==> src/rtl/minx_pkg.sv <==
// Shared minx definitions: CPU bus_status encodings and the bus arbiter state enum.
package minx_pkg;

    localparam logic [1:0] BUS_COMMAND_IDLE      = 2'd0;
    localparam logic [1:0] BUS_COMMAND_IRQ_READ  = 2'd1;
    localparam logic [1:0] BUS_COMMAND_MEM_WRITE = 2'd2;
    localparam logic [1:0] BUS_COMMAND_MEM_READ  = 2'd3;

    typedef enum logic [1:0] {
        ARB_CPU,
        ARB_REQ,
        ARB_DMA,
        ARB_REL
    } arb_state_t;

endpackage

==> src/rtl/minx_bus_arbiter_if.sv <==
// Secondary bus master port: burst request/grant plus the single-byte access handshake.
interface minx_bus_arbiter_if #(
    parameter int ADDR_WIDTH = 24
);

    logic                  dma_req;
    logic                  dma_gnt;
    logic                  dma_valid;
    logic                  dma_ready;
    logic                  dma_we;
    logic [ADDR_WIDTH-1:0] dma_address;
    logic [7:0]            dma_wdata;
    logic                  dma_rvalid;

    modport master (
        output dma_req, dma_valid, dma_we, dma_address, dma_wdata,
        input  dma_gnt, dma_ready, dma_rvalid
    );

    modport slave (
        input  dma_req, dma_valid, dma_we, dma_address, dma_wdata,
        output dma_gnt, dma_ready, dma_rvalid
    );

endinterface

==> src/rtl/minx_bus_arbiter.sv <==
// Parks the minx CPU via bus_request/bus_ack and lends the memory bus to one secondary master.
// Optional acknowledge timeout: define MINX_BUS_ARB_TIMEOUT_EN.
module minx_bus_arbiter
    import minx_pkg::*;
#(
    parameter int ADDR_WIDTH  = 24,
    parameter int ACK_TIMEOUT = 255
) (
    input  logic                  clk,
    input  logic                  reset_n,
    input  logic [ADDR_WIDTH-1:0] cpu_address,
    input  logic [7:0]            cpu_data,
    input  logic                  cpu_we,
    input  logic [1:0]            cpu_bus_status,
    output logic                  bus_request,
    input  logic                  bus_ack,
    minx_bus_arbiter_if.slave     dma,
    output logic [ADDR_WIDTH-1:0] mem_address,
    output logic [7:0]            mem_data,
    output logic                  mem_we,
    output logic [1:0]            mem_bus_status,
    output logic                  timeout_err
);

    if (ACK_TIMEOUT < 1 || ACK_TIMEOUT > 65535) begin : g_bad_ack_timeout
        $error("ACK_TIMEOUT must be in 1..65535");
    end

    arb_state_t state, state_nxt;
    logic       ack_expired;
    logic       retry_block;
    logic       accept;
    logic       dma_owner;
    logic       rd_pend;

`ifdef MINX_BUS_ARB_TIMEOUT_EN
    logic [15:0] ack_cnt;

    assign ack_expired = (state == ARB_REQ) && !bus_ack && (ack_cnt == 16'(ACK_TIMEOUT - 1));

    // After a timeout the master must drop dma_req before it may try again.
    always_ff @(posedge clk or negedge reset_n) begin
        if (!reset_n) begin
            ack_cnt     <= '0;
            retry_block <= 1'b0;
        end else begin
            ack_cnt <= (state == ARB_REQ) ? ack_cnt + 16'd1 : 16'd0;
            if (ack_expired)
                retry_block <= 1'b1;
            else if (!dma.dma_req)
                retry_block <= 1'b0;
        end
    end
`else
    assign ack_expired = 1'b0;
    assign retry_block = 1'b0;
`endif

    always_ff @(posedge clk or negedge reset_n) begin
        if (!reset_n) begin
            state   <= ARB_CPU;
            rd_pend <= 1'b0;
        end else begin
            state   <= state_nxt;
            rd_pend <= accept && !dma.dma_we;
        end
    end

    always_comb begin
        state_nxt      = state;
        dma_owner      = (state == ARB_DMA) || (state == ARB_REL);
        bus_request    = (state == ARB_REQ) || (state == ARB_DMA);
        dma.dma_gnt    = (state == ARB_DMA);
        // A DMA cycle with dma_req low is the exit cycle (or the leftover of an
        // abandoned request): nothing is accepted in it.
        dma.dma_ready  = (state == ARB_DMA) && dma.dma_req;
        accept         = dma.dma_valid && dma.dma_ready;
        dma.dma_rvalid = rd_pend;
        timeout_err    = ack_expired;

        case (state)
            ARB_CPU: if (dma.dma_req && !retry_block) state_nxt = ARB_REQ;
            ARB_REQ: begin
                if (bus_ack)
                    state_nxt = ARB_DMA;
                else if (ack_expired)
                    state_nxt = ARB_CPU;
            end
            ARB_DMA: if (!dma.dma_req) state_nxt = ARB_REL;
            ARB_REL: if (!bus_ack) state_nxt = ARB_CPU;
            default: state_nxt = ARB_CPU;
        endcase

        if (dma_owner) begin
            mem_address    = dma.dma_address;
            mem_data       = dma.dma_wdata;
            mem_we         = accept && dma.dma_we;
            mem_bus_status = !accept     ? BUS_COMMAND_IDLE :
                             dma.dma_we  ? BUS_COMMAND_MEM_WRITE : BUS_COMMAND_MEM_READ;
        end else begin
            mem_address    = cpu_address;
            mem_data       = cpu_data;
            mem_we         = cpu_we;
            mem_bus_status = cpu_bus_status;
        end
    end

endmodule

==> src/flat_wrapper.sv <==
// flat-port wrapper written by rule: the top's interface ports become plain ports
module minx_bus_arbiter_flat import minx_pkg::*;
#(
    parameter int ADDR_WIDTH  = 24,
    parameter int ACK_TIMEOUT = 255
)
  (clk, reset_n, cpu_address, cpu_data, cpu_we, cpu_bus_status, bus_request, bus_ack, mem_address, mem_data, mem_we, mem_bus_status, timeout_err, dma_dma_req, dma_dma_valid, dma_dma_we, dma_dma_address, dma_dma_wdata, dma_dma_gnt, dma_dma_ready, dma_dma_rvalid);
  minx_bus_arbiter_if #(.ADDR_WIDTH(ADDR_WIDTH)) dma_i ();
  input  logic clk;
  input  logic reset_n;
  input  logic [ADDR_WIDTH-1:0] cpu_address;
  input  logic [7:0] cpu_data;
  input  logic cpu_we;
  input  logic [1:0] cpu_bus_status;
  output logic bus_request;
  input  logic bus_ack;
  output logic [ADDR_WIDTH-1:0] mem_address;
  output logic [7:0] mem_data;
  output logic mem_we;
  output logic [1:0] mem_bus_status;
  output logic timeout_err;
  input wire logic [$bits(dma_i.dma_req)-1:0] dma_dma_req;
  input wire logic [$bits(dma_i.dma_valid)-1:0] dma_dma_valid;
  input wire logic [$bits(dma_i.dma_we)-1:0] dma_dma_we;
  input wire logic [$bits(dma_i.dma_address)-1:0] dma_dma_address;
  input wire logic [$bits(dma_i.dma_wdata)-1:0] dma_dma_wdata;
  output wire logic [$bits(dma_i.dma_gnt)-1:0] dma_dma_gnt;
  output wire logic [$bits(dma_i.dma_ready)-1:0] dma_dma_ready;
  output wire logic [$bits(dma_i.dma_rvalid)-1:0] dma_dma_rvalid;
  assign dma_i.dma_req = dma_dma_req;
  assign dma_i.dma_valid = dma_dma_valid;
  assign dma_i.dma_we = dma_dma_we;
  assign dma_i.dma_address = dma_dma_address;
  assign dma_i.dma_wdata = dma_dma_wdata;
  assign dma_dma_gnt = dma_i.dma_gnt;
  assign dma_dma_ready = dma_i.dma_ready;
  assign dma_dma_rvalid = dma_i.dma_rvalid;
  minx_bus_arbiter #(.ADDR_WIDTH(ADDR_WIDTH), .ACK_TIMEOUT(ACK_TIMEOUT)) u_core (.clk(clk), .reset_n(reset_n), .cpu_address(cpu_address), .cpu_data(cpu_data), .cpu_we(cpu_we), .cpu_bus_status(cpu_bus_status), .bus_request(bus_request), .bus_ack(bus_ack), .dma(dma_i), .mem_address(mem_address), .mem_data(mem_data), .mem_we(mem_we), .mem_bus_status(mem_bus_status), .timeout_err(timeout_err));
endmodule
==> config.mk <==
export PLATFORM = sky130hd
export DESIGN_NAME = minx_bus_arbiter_flat
export DESIGN_NICKNAME = d
export VERILOG_FILES = /design/src/rtl/minx_pkg.sv /design/src/rtl/minx_bus_arbiter_if.sv /design/src/rtl/minx_bus_arbiter.sv /design/src/flat_wrapper.sv
export SDC_FILE = /design/constraint.sdc
export NUM_CORES = 1
export LEC_CHECK = 0
export CORE_AREA = 2 2 44 46
export CTS_CLUSTER_DIAMETER = 200
export DETAILED_ROUTE_END_ITERATION = 16
export DIE_AREA = 0 0 46 48
export DONT_BUFFER_PORTS = 1
export RECOVER_POWER = 100
export SLEW_MARGIN = 30
export SYNTH_ARGS = -nofsm -noshare
export SYNTH_HDL_FRONTEND = slang
export SYNTH_SLANG_ARGS = --single-unit
==> constraint.sdc <==
create_clock -name clk -period 5 [get_ports clk]
set_input_delay 1.25 -clock clk [delete_from_list [all_inputs] [get_ports clk]]
set_output_delay 1.25 -clock clk [all_outputs]
set_load 0.1 [all_outputs]
==> impl_metrics.py, run 1 <==
metrics = {
    "synthesis": {
        "syn_nets": 139,
        "synth_area_leaders": "mux2_2, dfrtp_1, ha_1",
        "seq_area_frac_synth_pct": 11.47,
        "netlist_area_um2": 654.4,
        "avgSynthCellArea_um2": 10.55,
        "synthCells": 62,
        "yosysTopAreaCellShare_pct": 53.35,
        "ys_ff_latch": 3,
        "yosysWarnings": 0,
        "yosysTopAreaCell": "mux2_2",
        "yosys.cell_types.count": 18,
    },
    "final_layout": {
        "diodes": 0,
        "final_cell_mix": "mux2_1, mux2_2, ha_1",
        "nNetsFinal": 143,
        "syn_to_final_growth_pct": 1.721,
        "drive_above_1_share_pct": 36.92,
    },
    "hold_path": {
        "min_path_type": "register to register",
    },
    "grt": {
        "gr-total-overflow": 0,
        "grtUsageTotal_pct": 13.44,
        "antenna_found_initial": 0,
        "grt_pass1_vias": 432,
        "grt_pass1_wl_um": 1987,
        "grt_max_degree": 36,
    },
    "worst_setup_path": {
        "start_kind": "register",
        "r2r_setup_slack_ns": 2.73,
        "critPathRequiredTime_ns": 3.75,
        "r2r-start": "u_core.state[0]",
        "crit_end": "mem_address[19]",
        "crit_type": "register to output pin",
        "cp.arrival_ns": 3.05,
        "r2r_end": "u_core.state[1]",
        "critPathLaunch": "u_core.state[0]",
        "worstPathMaxFanout": 35,
        "critPathCaptureType": "output pin",
        "r2r_cells": 5,
    },
    "routing": {
        "drcViolationCount": 0,
        "totalWireLength_um": 1777,
        "wl_per_cell_um": 21.67,
        "vias": 515,
        "ant_nets": 0,
        "firstDrtPassIters": 2,
        "drtIter0Drc": 1,
        "vias_per_cell": 6.280,
    },
    "die": {
        "rows": 15,
        "initial_core_util_pct": 38.74,
        "core_mm2": 0.001689,
        "die_w_um": 46,
        "dieArea_mm2": 0.002208,
        "die_h_um": 48,
        "pin_count": 113,
    },
    "sta": {
        "drv_slew": 0,
        "finClkSkew_ns": 0.003193,
        "timing.final.crit_period_ns": 4.303,
        "worst_slack_ns": 0.6973,
        "max_freq_mhz": 232.4,
        "relSlewSlack_pct": 21.89,
        "setup-violations-final": 0,
        "grt_setup_unrepaired": "false",
        "hold_viol_final": 0,
        "worst_pin_slew_ns": 1.172,
        "setup_tns_ns": 0,
        "min_period_over_period_pct": 86.05,
    },
    "clocking": {
        "ctsResizeCount": 0,
        "htreeDepth": 1,
        "clock_sinks": 3,
        "postCtsSetupBuffers": 0,
        "cts_tree": "done",
        "clkTransAtPathRegs_ns": 0.03,
        "cts_buffers": 3,
        "cts_hold_buf": 0,
        "root_buffer": "clkbuf_4",
        "cts_buffer_depth": 2,
        "clk_latency_ns": 0.24,
    },
    "placement": {
        "io_buffers": 0,
        "pre_cts_ws_ns": 1.429,
        "gp_congestion": 0.7412,
        "hpwl_um": 1587,
    },
    "outcome": {
        "run_status": "finished clean",
    },
    "flow_run": {
        "cap_violations": 0,
    },
}
==> through the flow <==
stage / instance area (um2) / instances / util [%] / hold slack, ns
after floorplan: 654.4 / 62 / - / 0.5327
after global placement: 649.4 / 78 / 38.44 / 0.5548
after detailed placement: 651.9 / 78 / 38.59 / 0.5769
after CTS: 678.2 / 82 / 40.15 / 0.5846
after global routing: 665.6 / 82 / 39.41 / 0.6015
final: 665.6 / 82 / 39.41 / 0.5717
==> synth_stat cells <==
| library cell | count |
|---|---|
| a31oi_1 | 1 |
| a32o_1 | 1 |
| nor2_1 | 2 |
| mux2_2 | 31 |
| mux2i_1 | 1 |
| nand2b_1 | 1 |
| mux2_4 | 2 |
| a21oi_1 | 1 |
| conb_1 | 1 |
| nand2_1 | 3 |
| buf_4 | 1 |
| ha_1 | 4 |
| a21o_2 | 1 |
| nand3_1 | 2 |
| nor2_4 | 1 |
| dfrtp_1 | 3 |
| clkbuf_8 | 3 |
| inv_1 | 3 |
==> logic make-up (layout without fill, tap and decap cells) <==
kind of cell / count (synthesis) / after routing / share of synthesized area [%]
buffers and inverters: 7 / 10 / 9.178
flip-flops: 3 / 3 / 11.47
adder cells (fa/ha/maj): 4 / 4 / 7.648
other: 1 / 1 / 0.5731
multiplexers: 34 / 34 / 59.46
AND/OR/NAND/NOR: 9 / 9 / 7.075
AO/OA/AOI/OAI: 4 / 4 / 4.589
==> how the worst min path moves through the flow <==
stage	startpoint	to	slack (ns)	depth (start not counted)
floorplan	u_core.state[1]	u_core.state[1]	0.53	1
global placement	u_core.state[1]	u_core.state[1]	0.55	1
detailed placement	u_core.state[1]	u_core.state[1]	0.58	1
CTS	u_core.state[1]	u_core.state[1]	0.58	1
global route	u_core.state[1]	u_core.state[1]	0.60	1
finish	u_core.state[1]	u_core.state[1]	0.57	1
==> final cells by class <==
cell class                 instances  area, um2
clock buffer                       4      26.28
fill                             156       1023
inverter                           3      11.26
multi-input combinational         52      514.2
sequential                         3      75.07
tap                               17      21.27
timing repair buffer               3      17.52
==> layer usage <==
layer,GRT usage (%),up-vias,wire length (um)
met1,11.86,224,525
met2,26.67,62,1012
li1,-,227,-
met4,8.571,0,21
met5,0,-,0
met3,3.396,2,217
==> worst max-delay path, stage by stage (launching register included) <==
cell,delay (ns)
dfrtp_1,0.38
inv_1,0.08
ha_1,0.62
nor2_4,0.87
mux2_1,0.85
==> registers in the layout, summed over array words and instances, names as in the netlist <==
| register | count |
|---|---|
| u_core.dma.dma_rvalid | 1 |
| u_core.state | 2 |
Power of run 1 is left out: the tool's default activity adds up to more than one toggle a clock period on the data nets, which glitch-free logic cannot reach.
==> run 2: changes to the inputs <==
CORE_AREA = not set   (was 2 2 44 46)
CORE_MARGIN = 1.5   (was not set)
CORE_UTILIZATION = 35   (was not set)
DIE_AREA = not set   (was 0 0 46 48)
clock period = 3.7 ns   (was 5 ns; I/O delays follow)
==> run 2 against run 1 <==
  * Non-clock buffer count grew 2
  * Global-route usage grew 0.91 points
  * Via count grew 4.7%
  * Count of clock-buffer cells in the layout is the same
  * Critical path depth grew 1
  * Utilization grew 0.59 points
  * Largest cell class unchanged
==> impl_metrics.py, run 2 (synthesis gave the netlist of run 1 again) <==
metrics = {
    "outcome": {
        "run_status": "finished clean",
    },
    "clocking": {
        "cts_buffer_depth": 2,
        "root_buffer": "clkbuf_4",
        "htreeDepth": 1,
        "clkTransAtPathRegs_ns": 0.04,
        "clock_sinks": 3,
        "cts_hold_buf": 0,
        "cts_buffers": 3,
        "cts_tree": "done",
        "postCtsSetupBuffers": 0,
        "clk_latency_ns": 0.24,
        "ctsResizeCount": 0,
    },
    "routing": {
        "drcViolationCount": 0,
        "vias_per_cell": 5.859,
        "firstDrtPassIters": 3,
        "totalWireLength_um": 1845,
        "vias": 539,
        "ant_nets": 0,
        "drtIter0Drc": 4,
        "wl_per_cell_um": 20.05,
    },
    "die": {
        "die_h_um": 46.24,
        "pin_count": 113,
        "dieArea_mm2": 0.002138,
        "initial_core_util_pct": 37.49,
        "rows": 15,
        "core_mm2": 0.001745,
        "die_w_um": 46.24,
    },
    "placement": {
        "io_buffers": 0,
        "hpwl_um": 1667,
        "gp_congestion": 0.7073,
    },
    "grt": {
        "grt_pass1_wl_um": 2111,
        "antenna_found_initial": 0,
        "grtUsageTotal_pct": 14.35,
        "grt_max_degree": 25,
        "grt_pass1_vias": 476,
        "gr-total-overflow": 0,
    },
    "sta": {
        "hold_viol_final": 0,
        "grt_setup_unrepaired": "false",
        "setup-violations-final": 0,
        "max_freq_mhz": 300.1,
        "worst_pin_slew_ns": 1.163,
        "holdWs_ns": 0.3813,
        "drv_slew": 0,
        "timing.final.crit_period_ns": 3.333,
        "relSlewSlack_pct": 22.82,
        "setup_tns_ns": 0,
        "min_period_over_period_pct": 90.07,
        "finClkSkew_ns": 0.008151,
    },
    "worst_setup_path": {
        "start_kind": "register",
        "worstPathMaxFanout": 24,
        "critPathRequiredTime_ns": 2.77,
        "critPathMaxStageDelay_ns": 0.73,
        "worstPathCellList": "inv_1 > ha_1 > nor2_4 > buf_4 > a21o_1",
        "slowest_stage": "a21o_1",
        "cp.arrival_ns": 2.41,
        "crit_type": "register to output pin",
        "critPathCaptureType": "output pin",
        "r2r_setup_slack_ns": 1.98,
    },
    "flow_run": {
        "cap_violations": 0,
    },
    "final_layout": {
        "nNetsFinal": 145,
        "fill_cells": 192,
        "diodes": 0,
        "final_util_pct": 40.00,
        "top_register": "u_core.state",
        "final_common_cell": "mux2_2",
        "largest_reg_flops": 2,
        "final_cell_mix": "mux2_2, mux2_1, ha_1",
        "drive_above_1_share_pct": 46.27,
        "syn_to_final_growth_pct": 6.692,
    },
    "hold_path": {
        "min_path_type": "input port to async pin",
    },
}
==> run 2: changes by cell type in the layout (fill, tap and decap cells not counted), sizes merged <==
cell  change
buf       +2
==> run 2: stage by stage <==
step | std cells | instance area [um2] | setup WS, ns
after global placement | 88 | 690.7 | 0.8964
after CTS | 92 | 716.9 | 0.5440
after detailed placement | 88 | 690.7 | 0.7961
after global routing | 92 | 698.2 | 0.2224
after floorplan | 62 | 658.1 | 0.2348
final | 92 | 698.2 | 0.3673
==> run 2: worst paths after layout <==
check	start	to	depth (start not counted)
max in group asynchronous	reset_n	u_core.state[1]	0
setup / recovery	u_core.state[0]	mem_bus_status[0]	5
hold reg to reg	u_core.state[1]	u_core.state[1]	1
min in group clk	u_core.state[1]	u_core.state[1]	1
hold / removal	reset_n	u_core.dma.dma_rvalid	0
setup reg to reg	u_core.state[0]	u_core.state[1]	3
==> run 2: cell type report <==
| cell class | instances | area (um2) | area share, % |
|---|---|---|---|
| multi-input cells | 52 | 511.7 | 73.30 |
| repair buffers | 5 | 42.54 | 6.093 |
| clock buffers | 4 | 26.28 | 3.763 |
| flip-flops and latches | 3 | 75.07 | 10.75 |
| inverters | 3 | 11.26 | 1.613 |
| well taps | 25 | 31.28 | 4.480 |
==> run 2: metal layers <==
| layer | GRT usage (%) | part of all wire, % |
|---|---|---|
| met5 | 0 | 0 |
| met4 | 1.714 | 0 |
| met1 | 12.59 | 29 |
| met2 | 29.44 | 55 |
| met3 | 6.667 | 15 |
==> run 2: worst max-delay path, delay by kind of cell (launching register included) <==
family	cells	cell delay (ns)
fa+ha+maj	1	0.28
flops	1	0.39
simple gates	1	0.32
buf+inv	2	0.43
compound gates	1	0.73
Power of run 2 is left out for the same reason.
==> run 3: changes to the inputs <==
CELL_PAD_IN_SITES_DETAIL_PLACEMENT = 1   (was not set)
CELL_PAD_IN_SITES_GLOBAL_PLACEMENT = 2   (was not set)
CORE_MARGIN = 2   (was 1.5)
CORE_UTILIZATION = 23   (was 35)
PLACE_DENSITY_LB_ADDON = 0.1   (was not set)
==> run 3 against run 2 <==
  * Cell count grew 6.5%
  * Worst hold slack gained 0.00063 ns
  * Design area shrank 1.3%
  * Non-clock buffer count is the same
  * Routed wire length shrank 12%
  * First-iteration DRC count grew 50%
  * Sequential share of layout area grew 0.14 points
  * Worst setup slack gained 0.070 ns
  * Critical path depth is the same
  * Clock skew shrank 0.0013 ns
  * Die area grew 54%
  * Maximum frequency grew 2.1%
==> impl_metrics.py, run 3 (synthesis gave the netlist of run 1 again) <==
metrics = {
    "outcome": {
        "run_status": "finished clean",
    },
    "routing": {
        "ant_nets": 0,
        "vias_per_cell": 5.378,
        "drcViolationCount": 0,
        "vias": 527,
        "drtIter0Drc": 6,
        "firstDrtPassIters": 2,
        "totalWireLength_um": 1616,
        "wl_per_cell_um": 16.49,
    },
    "die": {
        "die_w_um": 57.34,
        "dieArea_mm2": 0.003288,
        "pin_count": 113,
        "die_h_um": 57.34,
        "rows": 19,
        "initial_core_util_pct": 23.94,
        "core_mm2": 0.002734,
    },
    "worst_setup_path": {
        "r2r_setup_slack_ns": 1.99,
        "worstPathCellList": "inv_1 > ha_1 > nor2_4 > buf_4 > mux2_1",
        "cp.arrival_ns": 2.34,
        "crit_type": "register to output pin",
        "critPathCaptureType": "output pin",
        "critPathLaunch": "u_core.state[0]",
        "critPathRequiredTime_ns": 2.77,
        "slowest_stage": "mux2_1",
        "worstPathMaxFanout": 30,
        "critPathMaxStageDelay_ns": 0.79,
        "r2r-start": "u_core.state[1]",
        "r2r_cells": 3,
        "start_kind": "register",
    },
    "clocking": {
        "htreeDepth": 1,
        "cts_hold_buf": 0,
        "clk_latency_ns": 0.24,
        "root_buffer": "clkbuf_4",
        "clock_sinks": 3,
        "ctsResizeCount": 0,
        "cts_buffers": 3,
        "cts_buffer_depth": 2,
        "cts_tree": "done",
        "clkTransAtPathRegs_ns": 0.04,
        "postCtsSetupBuffers": 0,
    },
    "final_layout": {
        "final_common_cell": "mux2_1",
        "syn_to_final_growth_pct": 5.354,
        "top_register": "u_core.state",
        "largest_reg_flops": 2,
        "fill_cells": 321,
        "drive_above_1_share_pct": 23.88,
        "nNetsFinal": 145,
        "final_cell_mix": "mux2_1, mux2_2, clkbuf_1",
        "diodes": 0,
    },
    "sta": {
        "hold_viol_final": 0,
        "relSlewSlack_pct": 21.51,
        "timing.final.crit_period_ns": 3.263,
        "setup_tns_ns": 0,
        "worst_slack_ns": 0.4371,
        "worst_pin_slew_ns": 1.182,
        "min_period_over_period_pct": 88.19,
        "setup-violations-final": 0,
        "drv_slew": 0,
        "grt_setup_unrepaired": "false",
        "finClkSkew_ns": 0.006804,
        "max_freq_mhz": 306.5,
    },
    "grt": {
        "grt_pass1_vias": 488,
        "grt_max_degree": 31,
        "antenna_found_initial": 0,
        "gr-total-overflow": 0,
        "grt_pass1_wl_um": 2132,
        "grtUsageTotal_pct": 8.539,
    },
    "placement": {
        "io_buffers": 0,
        "pre_cts_ws_ns": 0.8913,
        "gp_congestion": 0.7192,
        "hpwl_um": 1484,
    },
    "flow_run": {
        "cap_violations": 0,
    },
    "hold_path": {
        "min_path_type": "input port to async pin",
    },
}
run 3: final cells by class:
class / count / area [um2] / share of cell area, %
multi-input cells: 52 / 515.5 / 74.77
flip-flops and latches: 3 / 75.07 / 10.89
well taps: 31 / 38.79 / 5.626
clock buffers: 4 / 26.28 / 3.811
repair buffers: 5 / 22.52 / 3.267
inverters: 3 / 11.26 / 1.633
run 3: per-stage QoR:
stage | util [%] | std cells | hold slack, ns | cell area (um2)
floorplan | - | 62 | 0.5367 | 658.1
finish | 25.22 | 98 | 0.3819 | 689.4
detailed placement | 25.54 | 94 | 0.5722 | 698.2
global placement | 25.54 | 94 | 0.5918 | 698.2
CTS | 26.50 | 98 | 0.3671 | 724.4
global route | 25.22 | 98 | 0.3670 | 689.4
run 3: worst max-delay path: cells and delay by family, from the launching register on:
kind / cells / cell delay [ns]
mux: 1 / 0.79
buf+inv: 2 / 0.44
flops: 1 / 0.39
fa+ha+maj: 1 / 0.28
simple gates: 1 / 0.19
run 3: path summary, 6_finish.rpt:
check                                        end
max                               mem_address[0]
min                        u_core.dma.dma_rvalid
max reg2reg                      u_core.state[1]
min reg2reg                      u_core.state[1]
max in group asynchronous        u_core.state[0]
min in group clk                 u_core.state[1]
run 3: layer usage:
metal  share of wire [%]  up-vias  global-route usage [%]
met5                   0        -                       0
met4                   0        0                   3.987
met3                  14        0                   2.721
met2                  55       59                   15.42
met1                  31      238                   8.864
li1                    -      230                       -
Power of run 3 is left out for the same reason.
